`src/rtl/lcd_bus_receiver.sv`:
```
// Responder end of the 8-bit parallel LCD write bus. It decodes the command and
// parameter stream and emits one addressed RGB565 pixel per completed pixel write.
module lcd_bus_receiver #(
    parameter int COORD_W  = 16,
    parameter int MAX_COL  = 239,
    parameter int MAX_PAGE = 319
) (
    input  logic               clk,
    input  logic               reset,
    input  logic               wr,
    input  logic               dcx,
    input  logic [7:0]         D,
    output logic               pix_valid,
    output logic [COORD_W-1:0] pix_x,
    output logic [COORD_W-1:0] pix_y,
    output logic [15:0]        pix_color,
    output logic               frame_done,
    output logic               cmd_valid,
    output logic [7:0]         cmd_code,
    output logic               disp_on,
    output logic               sleep_out,
    output logic               bad_cmd
);

    typedef enum logic [2:0] {
        ST_IDLE,
        ST_CASET,
        ST_PASET,
        ST_RAMWR,
        ST_IGNORE
    } state_t;

    localparam logic [COORD_W-1:0] EC_RST    = COORD_W'(MAX_COL);
    localparam logic [COORD_W-1:0] EP_RST    = COORD_W'(MAX_PAGE);
    localparam logic [COORD_W-1:0] COORD_ONE = COORD_W'(1);

    state_t state_q, state_d;
    logic   wr_q;
    logic   accept;

    logic [1:0] param_cnt_q, param_cnt_d;
    logic       phase_q, phase_d;
    logic [7:0] p0_q, p0_d;
    logic [7:0] p1_q, p1_d;
    logic [7:0] p2_q, p2_d;
    logic [7:0] hi_q, hi_d;

    logic [COORD_W-1:0] sc_q, sc_d;
    logic [COORD_W-1:0] sp_q, sp_d;
    logic [COORD_W-1:0] ec_q, ec_d;
    logic [COORD_W-1:0] ep_q, ep_d;
    logic [COORD_W-1:0] cur_x_q, cur_x_d;
    logic [COORD_W-1:0] cur_y_q, cur_y_d;

    logic               pix_valid_q, pix_valid_d;
    logic [COORD_W-1:0] pix_x_q, pix_x_d;
    logic [COORD_W-1:0] pix_y_q, pix_y_d;
    logic [15:0]        pix_color_q, pix_color_d;
    logic               frame_done_q, frame_done_d;
    logic               cmd_valid_q, cmd_valid_d;
    logic [7:0]         cmd_code_q, cmd_code_d;
    logic               disp_on_q, disp_on_d;
    logic               sleep_out_q, sleep_out_d;
    logic               bad_cmd_q, bad_cmd_d;

    // wr_q idles high after reset so a strobe already high is not seen as an edge
    assign accept = wr && !wr_q;

    always_comb begin
        state_d      = state_q;
        param_cnt_d  = param_cnt_q;
        phase_d      = phase_q;
        p0_d         = p0_q;
        p1_d         = p1_q;
        p2_d         = p2_q;
        hi_d         = hi_q;
        sc_d         = sc_q;
        sp_d         = sp_q;
        ec_d         = ec_q;
        ep_d         = ep_q;
        cur_x_d      = cur_x_q;
        cur_y_d      = cur_y_q;
        pix_valid_d  = 1'b0;
        pix_x_d      = pix_x_q;
        pix_y_d      = pix_y_q;
        pix_color_d  = pix_color_q;
        frame_done_d = 1'b0;
        cmd_valid_d  = 1'b0;
        cmd_code_d   = cmd_code_q;
        disp_on_d    = disp_on_q;
        sleep_out_d  = sleep_out_q;
        bad_cmd_d    = bad_cmd_q;

        if (accept) begin
            if (!dcx) begin
                // Any command aborts the sequence in progress, including a half pixel
                cmd_valid_d = 1'b1;
                cmd_code_d  = D;
                param_cnt_d = 2'd0;
                phase_d     = 1'b0;
                case (D)
                    8'h2A: state_d = ST_CASET;
                    8'h2B: state_d = ST_PASET;
                    8'h2C: begin
                        state_d = ST_RAMWR;
                        cur_x_d = sc_q;
                        cur_y_d = sp_q;
                    end
                    8'h01: begin
                        state_d     = ST_IDLE;
                        sc_d        = '0;
                        sp_d        = '0;
                        ec_d        = EC_RST;
                        ep_d        = EP_RST;
                        disp_on_d   = 1'b0;
                        sleep_out_d = 1'b0;
                    end
                    8'h11: begin
                        state_d     = ST_IDLE;
                        sleep_out_d = 1'b1;
                    end
                    8'h29: begin
                        state_d   = ST_IDLE;
                        disp_on_d = 1'b1;
                    end
                    8'h00: state_d = ST_IDLE;
                    default: begin
                        state_d   = ST_IGNORE;
                        bad_cmd_d = 1'b1;
                    end
                endcase
            end else begin
                case (state_q)
                    ST_CASET, ST_PASET: begin
                        param_cnt_d = param_cnt_q + 2'd1;
                        case (param_cnt_q)
                            2'd0: p0_d = D;
                            2'd1: p1_d = D;
                            2'd2: p2_d = D;
                            default: begin
                                // Start and end commit together so an aborted window never half-applies
                                state_d = ST_IDLE;
                                if (state_q == ST_CASET) begin
                                    sc_d = COORD_W'({p0_q, p1_q});
                                    ec_d = COORD_W'({p2_q, D});
                                end else begin
                                    sp_d = COORD_W'({p0_q, p1_q});
                                    ep_d = COORD_W'({p2_q, D});
                                end
                            end
                        endcase
                    end
                    ST_RAMWR: begin
                        if (!phase_q) begin
                            hi_d    = D;
                            phase_d = 1'b1;
                        end else begin
                            phase_d     = 1'b0;
                            pix_valid_d = 1'b1;
                            pix_color_d = {hi_q, D};
                            pix_x_d     = cur_x_q;
                            pix_y_d     = cur_y_q;
                            // >= rather than == so an inverted window wraps every pixel
                            if (cur_x_q >= ec_q) begin
                                cur_x_d = sc_q;
                                if (cur_y_q >= ep_q) begin
                                    cur_y_d      = sp_q;
                                    frame_done_d = 1'b1;
                                end else begin
                                    cur_y_d = cur_y_q + COORD_ONE;
                                end
                            end else begin
                                cur_x_d = cur_x_q + COORD_ONE;
                            end
                        end
                    end
                    default: ;
                endcase
            end
        end
    end

    always_ff @(posedge clk) begin
        if (reset) begin
            wr_q         <= 1'b1;
            state_q      <= ST_IDLE;
            param_cnt_q  <= 2'd0;
            phase_q      <= 1'b0;
            p0_q         <= '0;
            p1_q         <= '0;
            p2_q         <= '0;
            hi_q         <= '0;
            sc_q         <= '0;
            sp_q         <= '0;
            ec_q         <= EC_RST;
            ep_q         <= EP_RST;
            cur_x_q      <= '0;
            cur_y_q      <= '0;
            pix_valid_q  <= 1'b0;
            pix_x_q      <= '0;
            pix_y_q      <= '0;
            pix_color_q  <= '0;
            frame_done_q <= 1'b0;
            cmd_valid_q  <= 1'b0;
            cmd_code_q   <= '0;
            disp_on_q    <= 1'b0;
            sleep_out_q  <= 1'b0;
            bad_cmd_q    <= 1'b0;
        end else begin
            wr_q         <= wr;
            state_q      <= state_d;
            param_cnt_q  <= param_cnt_d;
            phase_q      <= phase_d;
            p0_q         <= p0_d;
            p1_q         <= p1_d;
            p2_q         <= p2_d;
            hi_q         <= hi_d;
            sc_q         <= sc_d;
            sp_q         <= sp_d;
            ec_q         <= ec_d;
            ep_q         <= ep_d;
            cur_x_q      <= cur_x_d;
            cur_y_q      <= cur_y_d;
            pix_valid_q  <= pix_valid_d;
            pix_x_q      <= pix_x_d;
            pix_y_q      <= pix_y_d;
            pix_color_q  <= pix_color_d;
            frame_done_q <= frame_done_d;
            cmd_valid_q  <= cmd_valid_d;
            cmd_code_q   <= cmd_code_d;
            disp_on_q    <= disp_on_d;
            sleep_out_q  <= sleep_out_d;
            bad_cmd_q    <= bad_cmd_d;
        end
    end

    assign pix_valid  = pix_valid_q;
    assign pix_x      = pix_x_q;
    assign pix_y      = pix_y_q;
    assign pix_color  = pix_color_q;
    assign frame_done = frame_done_q;
    assign cmd_valid  = cmd_valid_q;
    assign cmd_code   = cmd_code_q;
    assign disp_on    = disp_on_q;
    assign sleep_out  = sleep_out_q;
    assign bad_cmd    = bad_cmd_q;

endmodule

```
`config.mk`:
```
export PLATFORM = sky130hd
export DESIGN_NAME = lcd_bus_receiver
export DESIGN_NICKNAME = d
export VERILOG_FILES = /design/src/rtl/lcd_bus_receiver.sv
export SDC_FILE = /design/constraint.sdc
export NUM_CORES = 1
export LEC_CHECK = 0
export BUFFER_PORTS_ARGS = -buffer_cell sky130_fd_sc_hd__buf_2
export CORE_AREA = 8 8 131 133
export DETAILED_ROUTE_END_ITERATION = 8
export DIE_AREA = 0 0 139 141
export MAX_ROUTING_LAYER = met4
export PLACE_DENSITY_LB_ADDON = 0.25
export SLEW_MARGIN = 30
export SYNTH_ARGS = -nofsm -noshare
export SYNTH_HDL_FRONTEND = slang
export SYNTH_SLANG_ARGS = --single-unit
```
`constraint.sdc`:
```
create_clock -name clk -period 3.7 [get_ports clk]
set_input_delay 0.37 -clock clk [delete_from_list [all_inputs] [get_ports clk]]
set_output_delay 0.37 -clock clk [all_outputs]
set_load 0.01 [all_outputs]
```
Word-level counts from Yosys, hierarchy flattened --
Cells that the tools add are included.
Storage, ports and cells: memories 0, bits of input ports 12, output and inout bits 62, word-level logic and storage cells 128, bits in latches 0, register bits after elaboration 197, ROM bits 0, bits in writable memories 0
Cells by class: multipliers 0, add/subtract/negate cells 3, bitwise gates (word level) 6, div/mod/pow operators 0, shifts and indexed selects 0, mux-type cells 44, reduce and logical (&&, ||, !) cells 31, eq/ne operators 18, order comparisons 2
Operators with widths (count):
- two-way mux 16 bit | 30
- adder 16 x 1 -> 16 bit (second input constant) | 2
- == test 8 x 6 -> 1 bit (second input constant) | 4
- greater-or-equal comparator 16 bit | 2
- AND reduction 4 bit | 6
- AND reduction 5 bit | 3
- case mux 3 bit (4 select lines) | 1
- AND reduction 3 bit | 4
- != test 2 x 1 -> 1 bit (second input constant) | 5
- two-way mux 3 bit | 3
- == test 8 x 1 -> 1 bit (second input constant) | 1
- == test 8 x 5 -> 1 bit (second input constant) | 1
- zero test 8 bit | 1
- nonzero test 2 bit | 4
- OR reduction 4 bit | 2
- OR reduction 7 bit | 1
- == test 3 x 2 -> 1 bit (second input constant) | 2
- two-way mux 1 bit | 6
- NOT 1 bit | 6
- AND reduction 2 bit | 3
- OR reduction 6 bit | 1
- two-way mux 2 bit | 2
- != test 2 bit (second input constant) | 2
- case mux 1 bit (2 select lines) | 2
- 9 further kinds | 10

Depth between registers and ports, before layout --
Gate-level depths: netlist of the first run.
word-level depth 6, depth in mapped cells 10, depth with buffers taken out 8

Least setup slack after synthesis of the first run --
Ideal clock, no wire load.
path type reg-to-reg, from register cur_x_q[7], to register cur_x_q[10], stages on the path, launching flop included 8, slack 1278 ps, data arrival time 2347 ps, required time 3626 ps, clock period less this slack 2422 ps, path buffers 0, cell sequence dfxtp_1 -> ha_1 -> a21oi_1 -> o21ai_1 -> a2111oi_0 -> nand3_1 -> or4_1 -> a31oi_1
Between the ends: cells in the longest elaborated chain, start to end 5, elaborated cells between the ends (all ways) 6, classes of those cells 1 x add/sub; 1 x order compare; 4 x mux
Ends and longest elaborated chain:
- from (decl) | line 52 | logic [COORD_W-1:0] cur_x_q, cur_x_d;
- from (signal assigned) | line 222 | cur_x_q <= cur_x_d;
- adder 16 x 1 -> 16 bit or greater-or-equal comparator 16 bit (tied branches) | line 173, 164
- two-way mux 16 bit * | line 164 | if (cur_x_q >= ec_q) begin
- two-way mux 16 bit * | line 154 | if (!phase_q) begin
- two-way mux 16 bit * | line 133 | case (state_q)
- two-way mux 16 bit * | line 95 | if (!dcx) begin
Mark *: on every way between the ends. The rest lies on a longest branch, timed or not. The select of a mux whose other input is x is not followed. A chain may end at the register's enable or synchronous reset.

Worst setup path after layout of the first run --
from register cur_x_q[7], to register cur_y_q[14]
Between the ends: cells in the longest elaborated chain, start to end 3
Ends and longest elaborated chain:
- greater-or-equal comparator 16 bit | line 164
- != test 2 x 1 -> 1 bit (no line)
- AND reduction 5 bit (no line)
- to (signal assigned) | line 223 | cur_y_q <= cur_y_d;
- to (decl) | line 53 | logic [COORD_W-1:0] cur_y_q, cur_y_d;
No other way between the ends.

==> results.sh, run 1 <==
export IMPL_status="finished clean"
export IMPL_async_flop_share=0
export IMPL_multiInputGateArea_sq_um=4370
export IMPL_drtPass1Iterations=5
export IMPL_syn_nets=1126
export IMPL_critPathArrivalTime_ns=3.19
export IMPL_criticalPathCategory="reg2reg"
export IMPL_setup_viol=0
export IMPL_synth_area_top_cells="dfxtp_1 (45%), nand2_1 (8.9%), a21oi_1 (7.5%)"
export IMPL_post_dp_hpwl_mm=15.5
export IMPL_reg2reg_depth=8
export IMPL_min_path_cells=2
export IMPL_max_freq_ghz=0.344
export IMPL_root_buffer="clkbuf_16"
export IMPL_final_seq_area_sq_um=3940
export IMPL_h_tree_depth=4
export IMPL_syn_to_final_growth_pct=12.0
export IMPL_finalMaxSlewViolations=0
export IMPL_via_per_inst=5.92
export IMPL_grt_max_degree=132
export IMPL_layout_cells_non_filler=1310
export IMPL_slowest_stage="a2111oi_0"
export IMPL_cts_post_setup_buffers_inserted=0
export IMPL_insertion_delay_ns=0.43
export IMPL_dp_cells=1279
export IMPL_rsz0062_at_grt="false"
export IMPL_min_path_type="in2reg"
export IMPL_synth_common_cells="nand2_1 (210), dfxtp_1 (197), a21oi_1 (133)"
export IMPL_worst_pin_slew_ns=0.916
export IMPL_dp_slack_ns=0.721
export IMPL_synth_avg_cell_area_sq_um=8.22
export IMPL_cp_max_fo=13
export IMPL_min_period_ns=2.90
export IMPL_hold_viol=0
export IMPL_cp_end_kind="flip-flop"
export IMPL_post_route_drc_count=0
export IMPL_clkSinkCount=197
export IMPL_nets=1160
export IMPL_netlist_area_sq_um=8850
export IMPL_ctsResizeCount=0
export IMPL_fillCellCount=1308
export IMPL_wl_per_cell_um=17.5
export IMPL_whs_ns=0.151
export IMPL_fin_setup_tns_ns=0
export IMPL_initial_utilization=0.591
export IMPL_rows=45
export IMPL_cts_buffers=17
export IMPL_synth_edff_count=0
export IMPL_yosysSeqAreaShare=0.446
export IMPL_gr_total_overflow=0
export IMPL_drive_gt1_frac=0.120
export IMPL_p_leak_uw=0.00380
export IMPL_ff2ff_setup_slack_ns=0.80
export IMPL_clk_pin_slew_worst_paths_ns=0.07
export IMPL_grt_first_pass_wirelength_mm=37.6
export IMPL_ant_nets=0
export IMPL_ys_flop_type="dfxtp_1"
export IMPL_wl_mm=23.0
export IMPL_hold_buffers=0
export IMPL_io_pins=74
export IMPL_maxCapViolations=0
export IMPL_cts_tree="done"
export IMPL_first_global_vias=7330
export IMPL_peakVddDrop_mv=0.335
export IMPL_synth_top_cell_area_share=0.446
export IMPL_ys_types=60
export IMPL_grt_antenna_before_repair=0
export IMPL_place_congestion=0.881
export IMPL_synth_largest_area_cell="dfxtp_1"
export IMPL_dieArea_sq_um=19600
export IMPL_die_h_um=141
export IMPL_max_stage_delay_ns=0.74
export IMPL_setup_slack_ns=0.797
export IMPL_num_vias=7753
export IMPL_cts_buffer_depth=2
export IMPL_crit_required_ns=3.99
export IMPL_cp_start_kind="flip-flop"
export IMPL_die_w_um=139
export IMPL_drt_iter0_drc=849
export IMPL_crit_chain="ha_1 -> a21oi_1 -> o21ai_1 -> a2111oi_0 -> a31oi_1 -> buf_4 -> nand2_1 -> o32ai_1"
export IMPL_grt_usage=0.242
export IMPL_synth_warnings=0
export IMPL_power_density_nw_per_um2=439
export IMPL_synth_most_common_cell="nand2_1"
export IMPL_io_buffers=73
export IMPL_period_share=0.785
export IMPL_fin_skew_ns=0.00679
export IMPL_n_antenna_cell=0
export IMPL_synth_cells=1076
export IMPL_power_uw=4350
export IMPL_relSlewSlack=0.386
export IMPL_ys_ff_latch=197
export IMPL_core_area_sq_um=15000
final cells by class:
class	instances	area share
multi-input cells	751	0.440
clock buffers	20	0.0451
repair buffers	88	0.0497
flip-flops and latches	197	0.398
clock inverters	11	0.0222
well taps	188	0.0237
inverters	55	0.0208
cell usage in the layout, fill, tap and decap left out, types with 16 or more instances in the layout:
cell and count:
nand2_1 210, dfxtp_1 197, a21oi_1 133, nor2_1 76, buf_2 72, nand3_1 64, inv_1 54, mux2i_1 48
ha_1 38, clkbuf_16 17, o22ai_1 16
stage by stage:
step,area (sq um),utilization
floorplan,8850,-
global placement,9240,0.617
detailed placement,9240,0.617
CTS,9910,0.662
global route,9910,0.662
finish,9910,0.662
cell families (layout without fill, tap and decap cells):
family,after synthesis,after routing,share of synthesized area
simple gates,428,428,0.218
compound gates,232,232,0.161
flops,197,197,0.446
buf+inv,128,174,0.0627
mux,48,48,0.0543
fa+ha+maj,38,38,0.0537
xor+xnor,5,5,0.00495
worst paths after layout:
check                             endpoint                     from
setup reg to reg  cur_y_q[14]$_SDFFE_PP0P_  cur_x_q[7]$_SDFFE_PP0P_
hold / removal             wr_q$_SDFF_PP1_                       wr
hold reg to reg      pix_x[4]$_SDFFE_PP0P_    pix_x[4]$_SDFFE_PP0P_
setup / recovery  cur_y_q[14]$_SDFFE_PP0P_  cur_x_q[7]$_SDFFE_PP0P_
state kept, by name, summed over array words and instances, names as in the netlist, 16 cells and up:
| name | flops |
|---|---|
| pix_y | 16 |
| pix_color | 16 |
| sc_q | 16 |
| cur_y_q | 16 |
| pix_x | 16 |
| ep_q | 16 |
| ec_q | 16 |
| cur_x_q | 16 |
| sp_q | 16 |
per-layer routing:
layer | track usage | share of wire | up-vias
met2 | 0.371 | 0.45 | 293
met3 | 0.0412 | 0.070 | 36
li1 | - | - | 3767
met4 | 0.0907 | 0.021 | 0
met1 | 0.314 | 0.46 | 3657
met5 | - | 0 | -
power by group:
part | total, uW | switching (uW) | internal (uW)
registers | 2130 | 2.96 | 2120
logic | 129 | 97.6 | 31.7
clock network | 2090 | 803 | 1290
worst max-delay path: cells and delay by family, from the launching register on:
kind,cells,cell delay [ns]
DFF,1,0.47
AOI/OAI and AO/OA,5,1.33
and+or+nand+nor,1,0.41
adders and majority gates,1,0.31
buffers and inverters,1,0.23
Power figures use the tool's default switching activity.
==> run 2, diff against run 1 <==
- CORE_AREA: 8 8 131 133 -> 8 8 137 139
- DIE_AREA: 0 0 139 141 -> 0 0 145 147
- clock period: 3.7 -> 2.4 ns (I/O delays scaled with it)
==> results.sh, run 2 (same netlist as run 1, synthesis figures left out) <==
export IMPL_wl_mm=24.6
export IMPL_grt_met2_usage=0.349
export IMPL_seqPwrFrac=0.501
export IMPL_swShare=0.232
export IMPL_switchingPower_uw=1520
export IMPL_grt_first_pass_wirelength_mm=39.0
export IMPL_setup_viol=0
export IMPL_hold_viol=0
export IMPL_nets=1235
export IMPL_max_stage_delay_ns=0.37
export IMPL_final_seq_area_sq_um=3950
export IMPL_core_area_sq_um=16800
export IMPL_p_int_uw=5030
export IMPL_clkSinkCount=197
export IMPL_status="finished clean"
export IMPL_met3_usage=0.0341
export IMPL_fillCellCount=1428
export IMPL_min_period_ns=2.36
export IMPL_cp_start_kind="flip-flop"
export IMPL_layout_cells_non_filler=1423
export IMPL_use_met1=0.315
export IMPL_h_tree_depth=4
export IMPL_rsz0062_at_grt="true"
export IMPL_post_dp_hpwl_mm=16.8
export IMPL_via_per_inst=5.63
export IMPL_dp_cells=1384
export IMPL_io_buffers=73
export IMPL_finalMaxSlewViolations=0
export IMPL_placed_area_sq_um=9860
export IMPL_final_cell_area_sq_um=10800
export IMPL_grt_usage=0.232
export IMPL_power_density_nw_per_um2=606
export IMPL_multiInputGateArea_sq_um=4560
export IMPL_crit_chain="inv_1 -> ha_4 -> nand4_1 -> or3_4 -> a2111oi_4 -> nor4b_4 -> buf_6 -> buf_4 -> mux2i_1 -> o221a_2"
export IMPL_n_antenna_cell=0
export IMPL_ff2ff_setup_slack_ns=0.04
export IMPL_period_share=0.985
export IMPL_cts_tree="done"
export IMPL_clk_pin_slew_worst_paths_ns=0.07
export IMPL_crit_required_ns=2.73
export IMPL_maxCapViolations=0
export IMPL_worstReg2RegEnd="cur_y_q[10]$_SDFFE_PP0P_"
export IMPL_grt_max_degree=83
export IMPL_insertion_delay_ns=0.44
export IMPL_relSlewSlack=0.630
export IMPL_crit_buf_inv=3
export IMPL_whs_ns=0.0133
export IMPL_dieArea_sq_um=21300
export IMPL_p_comb_frac=0.040
export IMPL_first_global_vias=7315
export IMPL_max_freq_ghz=0.423
export IMPL_grt_busiest_layer="met2"
export IMPL_wl_per_cell_um=17.3
export IMPL_criticalPathCategory="reg2reg"
export IMPL_num_vias=8016
export IMPL_cp_max_fo=5
export IMPL_cp_end_kind="flip-flop"
export IMPL_gr_total_overflow=0
export IMPL_fin_skew_ns=0.00949
export IMPL_critPathArrivalTime_ns=2.69
export IMPL_drive_gt1_frac=0.202
export IMPL_hold_path_endpoint="wr_q$_SDFF_PP1_"
export IMPL_cp_depth=10
export IMPL_r2r_start="ep_q[13]$_SDFFE_PP0P_"
export IMPL_cp_top_family="compound AO/OA/AOI/OAI gates"
export IMPL_min_path_type="in2reg"
export IMPL_fin_util=0.644
export IMPL_drtPass1Iterations=5
export IMPL_reg2reg_depth=10
export IMPL_cts_buffers=17
export IMPL_power_uw=6540
export IMPL_syn_to_final_growth_pct=22.0
export IMPL_p_leak_uw=0.00422
export IMPL_die_w_um=145
export IMPL_peakVddDrop_mv=0.531
export IMPL_grt_antenna_before_repair=0
export IMPL_drt_iter0_drc=719
export IMPL_place_congestion=0.871
export IMPL_initial_utilization=0.528
export IMPL_min_path_cells=2
export IMPL_io_pins=74
export IMPL_rows=48
export IMPL_p_clk_frac=0.460
export IMPL_worst_pin_slew_ns=0.555
export IMPL_worstHoldStart="wr"
export IMPL_post_route_drc_count=0
export IMPL_final_common_cell="nand2_1"
export IMPL_hold_buffers=0
export IMPL_slowest_stage="or3_4"
export IMPL_root_buffer="clkbuf_16"
export IMPL_ant_nets=0
export IMPL_cts_buffer_depth=2
export IMPL_die_h_um=147
export IMPL_final_cell_mix="nand2_1 (209), dfxtp_1 (191), a21oi_1 (130)"
==> run 2: changes by cell type in the layout (fill, tap and decap cells not counted), sizes merged <==
cell,before,now
buf,88,162
inv,57,62
bufinv,6,3
clkbuf,20,18
clkinvlp,0,2
==> run 2: through the flow <==
| stage | setup WS, ns | setup TNS (ns) |
|---|---|---|
| 2_1_floorplan | 0.0103 | 0 |
| 3_3_place_gp | -0.0546 | -0.0725 |
| 3_5_place_dp | -0.0826 | -0.445 |
| 4_1_cts | 0.00906 | 0 |
| 5_1_grt | -0.0728 | -0.180 |
| 6_report | 0.0355 | 0 |
==> run 2: how the worst max path moves through the flow <==
| stage | start | endpoint |
|---|---|---|
| after global placement | ec_q[7]$_SDFFE_PP1P_ | cur_x_q[0]$_SDFFE_PP0P_ |
| final | ep_q[13]$_SDFFE_PP0P_ | cur_y_q[10]$_SDFFE_PP0P_ |
| after floorplan | ep_q[15]$_SDFFE_PP0P_ | cur_y_q[0]$_SDFFE_PP0P_ |
| after CTS | ep_q[13]$_SDFFE_PP0P_ | cur_y_q[10]$_SDFFE_PP0P_ |
| after global routing | ec_q[14]$_SDFFE_PP0P_ | cur_x_q[5]$_SDFFE_PP0P_ |
| after detailed placement | ec_q[1]$_SDFFE_PP1P_ | cur_x_q[0]$_SDFFE_PP0P_ |
==> run 2: area by class of cell <==
type	instances	share of cell area
multi-input cells	751	0.423
flip-flops and latches	197	0.366
repair buffers	163	0.109
clock buffers	17	0.0394
well taps	225	0.0261
inverters	55	0.0191
clock inverters	15	0.0177
==> run 2: timing repair <==
action,CTS,global route
gates resized for setup,16,29
buffers inserted,2,4
cloned,1,1
hold endpoints to repair,0,0
setup endpoints to repair,20,32
pin swaps,7,13
==> run 2: layer usage <==
layer  wire, um  vias up
li1           -     3920
met1      11400     3771
met2      11200      286
met3       1570       39
met4        516        0
met5          0        -
==> run 2: power by group through the flow <==
stage	combinational, uW	clock (uW)	sequential (uW)
2_1_floorplan	135	0	3350
3_3_place_gp	232	0	3350
3_5_place_dp	235	0	3350
4_1_cts	247	3040	3280
5_1_grt	273	3180	3270
6_report	260	3010	3280
==> run 3, diff against run 2 <==
- GPL_TIMING_DRIVEN: default -> 0
==> results.sh, run 3 (same netlist as run 1, synthesis figures left out) <==
export IMPL_violations="setup timing"
export IMPL_insertion_delay_ns=0.45
export IMPL_final_cell_mix="nand2_1 (208), dfxtp_1 (167), a21oi_1 (122)"
export IMPL_h_tree_depth=4
export IMPL_met3WireLength_mm=1.77
export IMPL_met2RoutedLength_mm=12.2
export IMPL_fin_skew_ns=0.00974
export IMPL_hold_viol=0
export IMPL_post_dp_hpwl_mm=18.7
export IMPL_nets=1243
export IMPL_cts_tree="done"
export IMPL_setup_slack_ns=-0.133
export IMPL_period_share=1.06
export IMPL_slowest_stage="or3_4"
export IMPL_power_density_nw_per_um2=585
export IMPL_min_period_ns=2.53
export IMPL_n_antenna_cell=0
export IMPL_via_per_inst=5.80
export IMPL_cts_buffer_depth=2
export IMPL_max_freq_ghz=0.395
export IMPL_die_h_um=147
export IMPL_dieArea_sq_um=21300
export IMPL_drt_iter0_drc=940
export IMPL_setup_viol=16
export IMPL_drive_gt1_frac=0.213
export IMPL_finalMaxSlewViolations=0
export IMPL_crit_chain="inv_2 -> ha_4 -> nand4_1 -> or3_4 -> a2111oi_4 -> nor4b_4 -> buf_4 -> buf_6 -> mux2i_1 -> o221a_2"
export IMPL_relSlewSlack=0.374
export IMPL_root_buffer="clkbuf_16"
export IMPL_wl_mm=26.9
export IMPL_min_path_type="in2reg"
export IMPL_dp_cells=1371
export IMPL_rows=48
export IMPL_criticalPathCategory="reg2reg"
export IMPL_whs_ns=0.0748
export IMPL_gr_total_overflow=0
export IMPL_wl_per_cell_um=18.8
export IMPL_top_layer_used="met4"
export IMPL_grt_usage=0.249
export IMPL_fillCellCount=1383
export IMPL_final_common_cell="nand2_1"
export IMPL_syn_to_final_growth_pct=22.4
export IMPL_die_w_um=145
export IMPL_rsz0062_at_grt="true"
export IMPL_status="finished, violations left"
export IMPL_m1WireLength_mm=12.0
export IMPL_drtPass1Iterations=6
export IMPL_cp_end_kind="flip-flop"
export IMPL_ant_nets=0
export IMPL_cp_max_fo=4
export IMPL_layout_cells_non_filler=1431
export IMPL_cp_start_kind="flip-flop"
export IMPL_place_congestion=0.936
export IMPL_grt_antenna_before_repair=0
export IMPL_initial_utilization=0.528
export IMPL_crit_required_ns=2.74
export IMPL_worst_pin_slew_ns=0.934
export IMPL_fin_util=0.647
export IMPL_core_area_sq_um=16800
export IMPL_max_stage_delay_ns=0.45
export IMPL_clk_pin_slew_worst_paths_ns=0.07
export IMPL_cts_buffers=17
export IMPL_num_vias=8295
export IMPL_clkSinkCount=197
export IMPL_first_global_vias=7508
export IMPL_peakVddDrop_mv=0.511
export IMPL_grt_max_degree=18
export IMPL_post_route_drc_count=0
export IMPL_io_pins=74
export IMPL_fin_setup_tns_ns=-0.976
export IMPL_grt_first_pass_wirelength_mm=40.9
export IMPL_critPathArrivalTime_ns=2.87
export IMPL_maxCapViolations=0
export IMPL_io_buffers=70
export IMPL_p_leak_uw=0.00405
-- run 3: final timing paths --
path / start / to / slack [ns] / cells past startpoint
setup / recovery: ep_q[13]$_SDFFE_PP0P_ / cur_y_q[10]$_SDFFE_PP0P_ / -0.13 / 10
hold / removal: D[7] / cmd_code[7]$_SDFFE_PP0P_ / 0.07 / 3
setup reg to reg: ep_q[13]$_SDFFE_PP0P_ / cur_y_q[10]$_SDFFE_PP0P_ / -0.13 / 10
hold reg to reg: pix_x[0]$_SDFFE_PP0P_ / pix_x[0]$_SDFFE_PP0P_ / 0.45 / 2
-- run 3: final cells by class --
class / count / area, sq um / share of cell area
multi-input cells: 751 / 4770 / 0.440
clock buffers: 20 / 447 / 0.0412
inverters: 55 / 206 / 0.0191
plain buffers: 72 / 419 / 0.0387
well taps: 225 / 282 / 0.0260
flip-flops and latches: 197 / 4000 / 0.369
clock inverters: 12 / 119 / 0.0110
repair buffers: 99 / 589 / 0.0544
-- run 3: critical path: cells and delay by family, from the launching register on --
family                   cells  cell delay, ns
AND/OR/NAND/NOR              3            0.67
AO/OA/AOI/OAI                2            0.68
multiplexers                 1            0.11
adder cells (fa/ha/maj)      1            0.26
buffers and inverters        3            0.34
flip-flops                   1            0.36
-- run 3: where the power goes --
| part | leakage [uW] | internal [uW] | total [uW] | switching, uW |
|---|---|---|---|---|
| Sequential | 0.00160 | 3260 | 3270 | 4.52 |
| Clock | 0.000274 | 1480 | 2800 | 1320 |
| Combinational | 0.00217 | 78.9 | 269 | 190 |
| Total | 0.00405 | 4820 | 6340 | 1520 |
-- run 3: metal layers --
layer	vias up	global-route usage
met4	0	0.105
met2	416	0.388
met5	-	-
met1	3873	0.318
li1	3939	-
met3	67	0.0363
-- run 3: through the flow --
step / setup WS, ns / total power (uW) / cell area (sq um)
3_3_place_gp: -0.846 / 3580 / 9480
5_1_grt: -0.199 / 6490 / 10800
6_report: -0.133 / 6340 / 10800
3_5_place_dp: -0.780 / 3580 / 9480
4_1_cts: -0.0832 / 6340 / 10500
2_1_floorplan: 0.0103 / 3490 / 8850
-- run 3: repair_timing --
action / CTS / global route
hold endpoints to repair: 1 / 0
gates cloned: 2 / 1
setup endpoints to repair: 41 / 43
hold buffers: 1 / 0
buffers inserted: 13 / 15
resized for setup: 79 / 68
pin swaps: 17 / 30
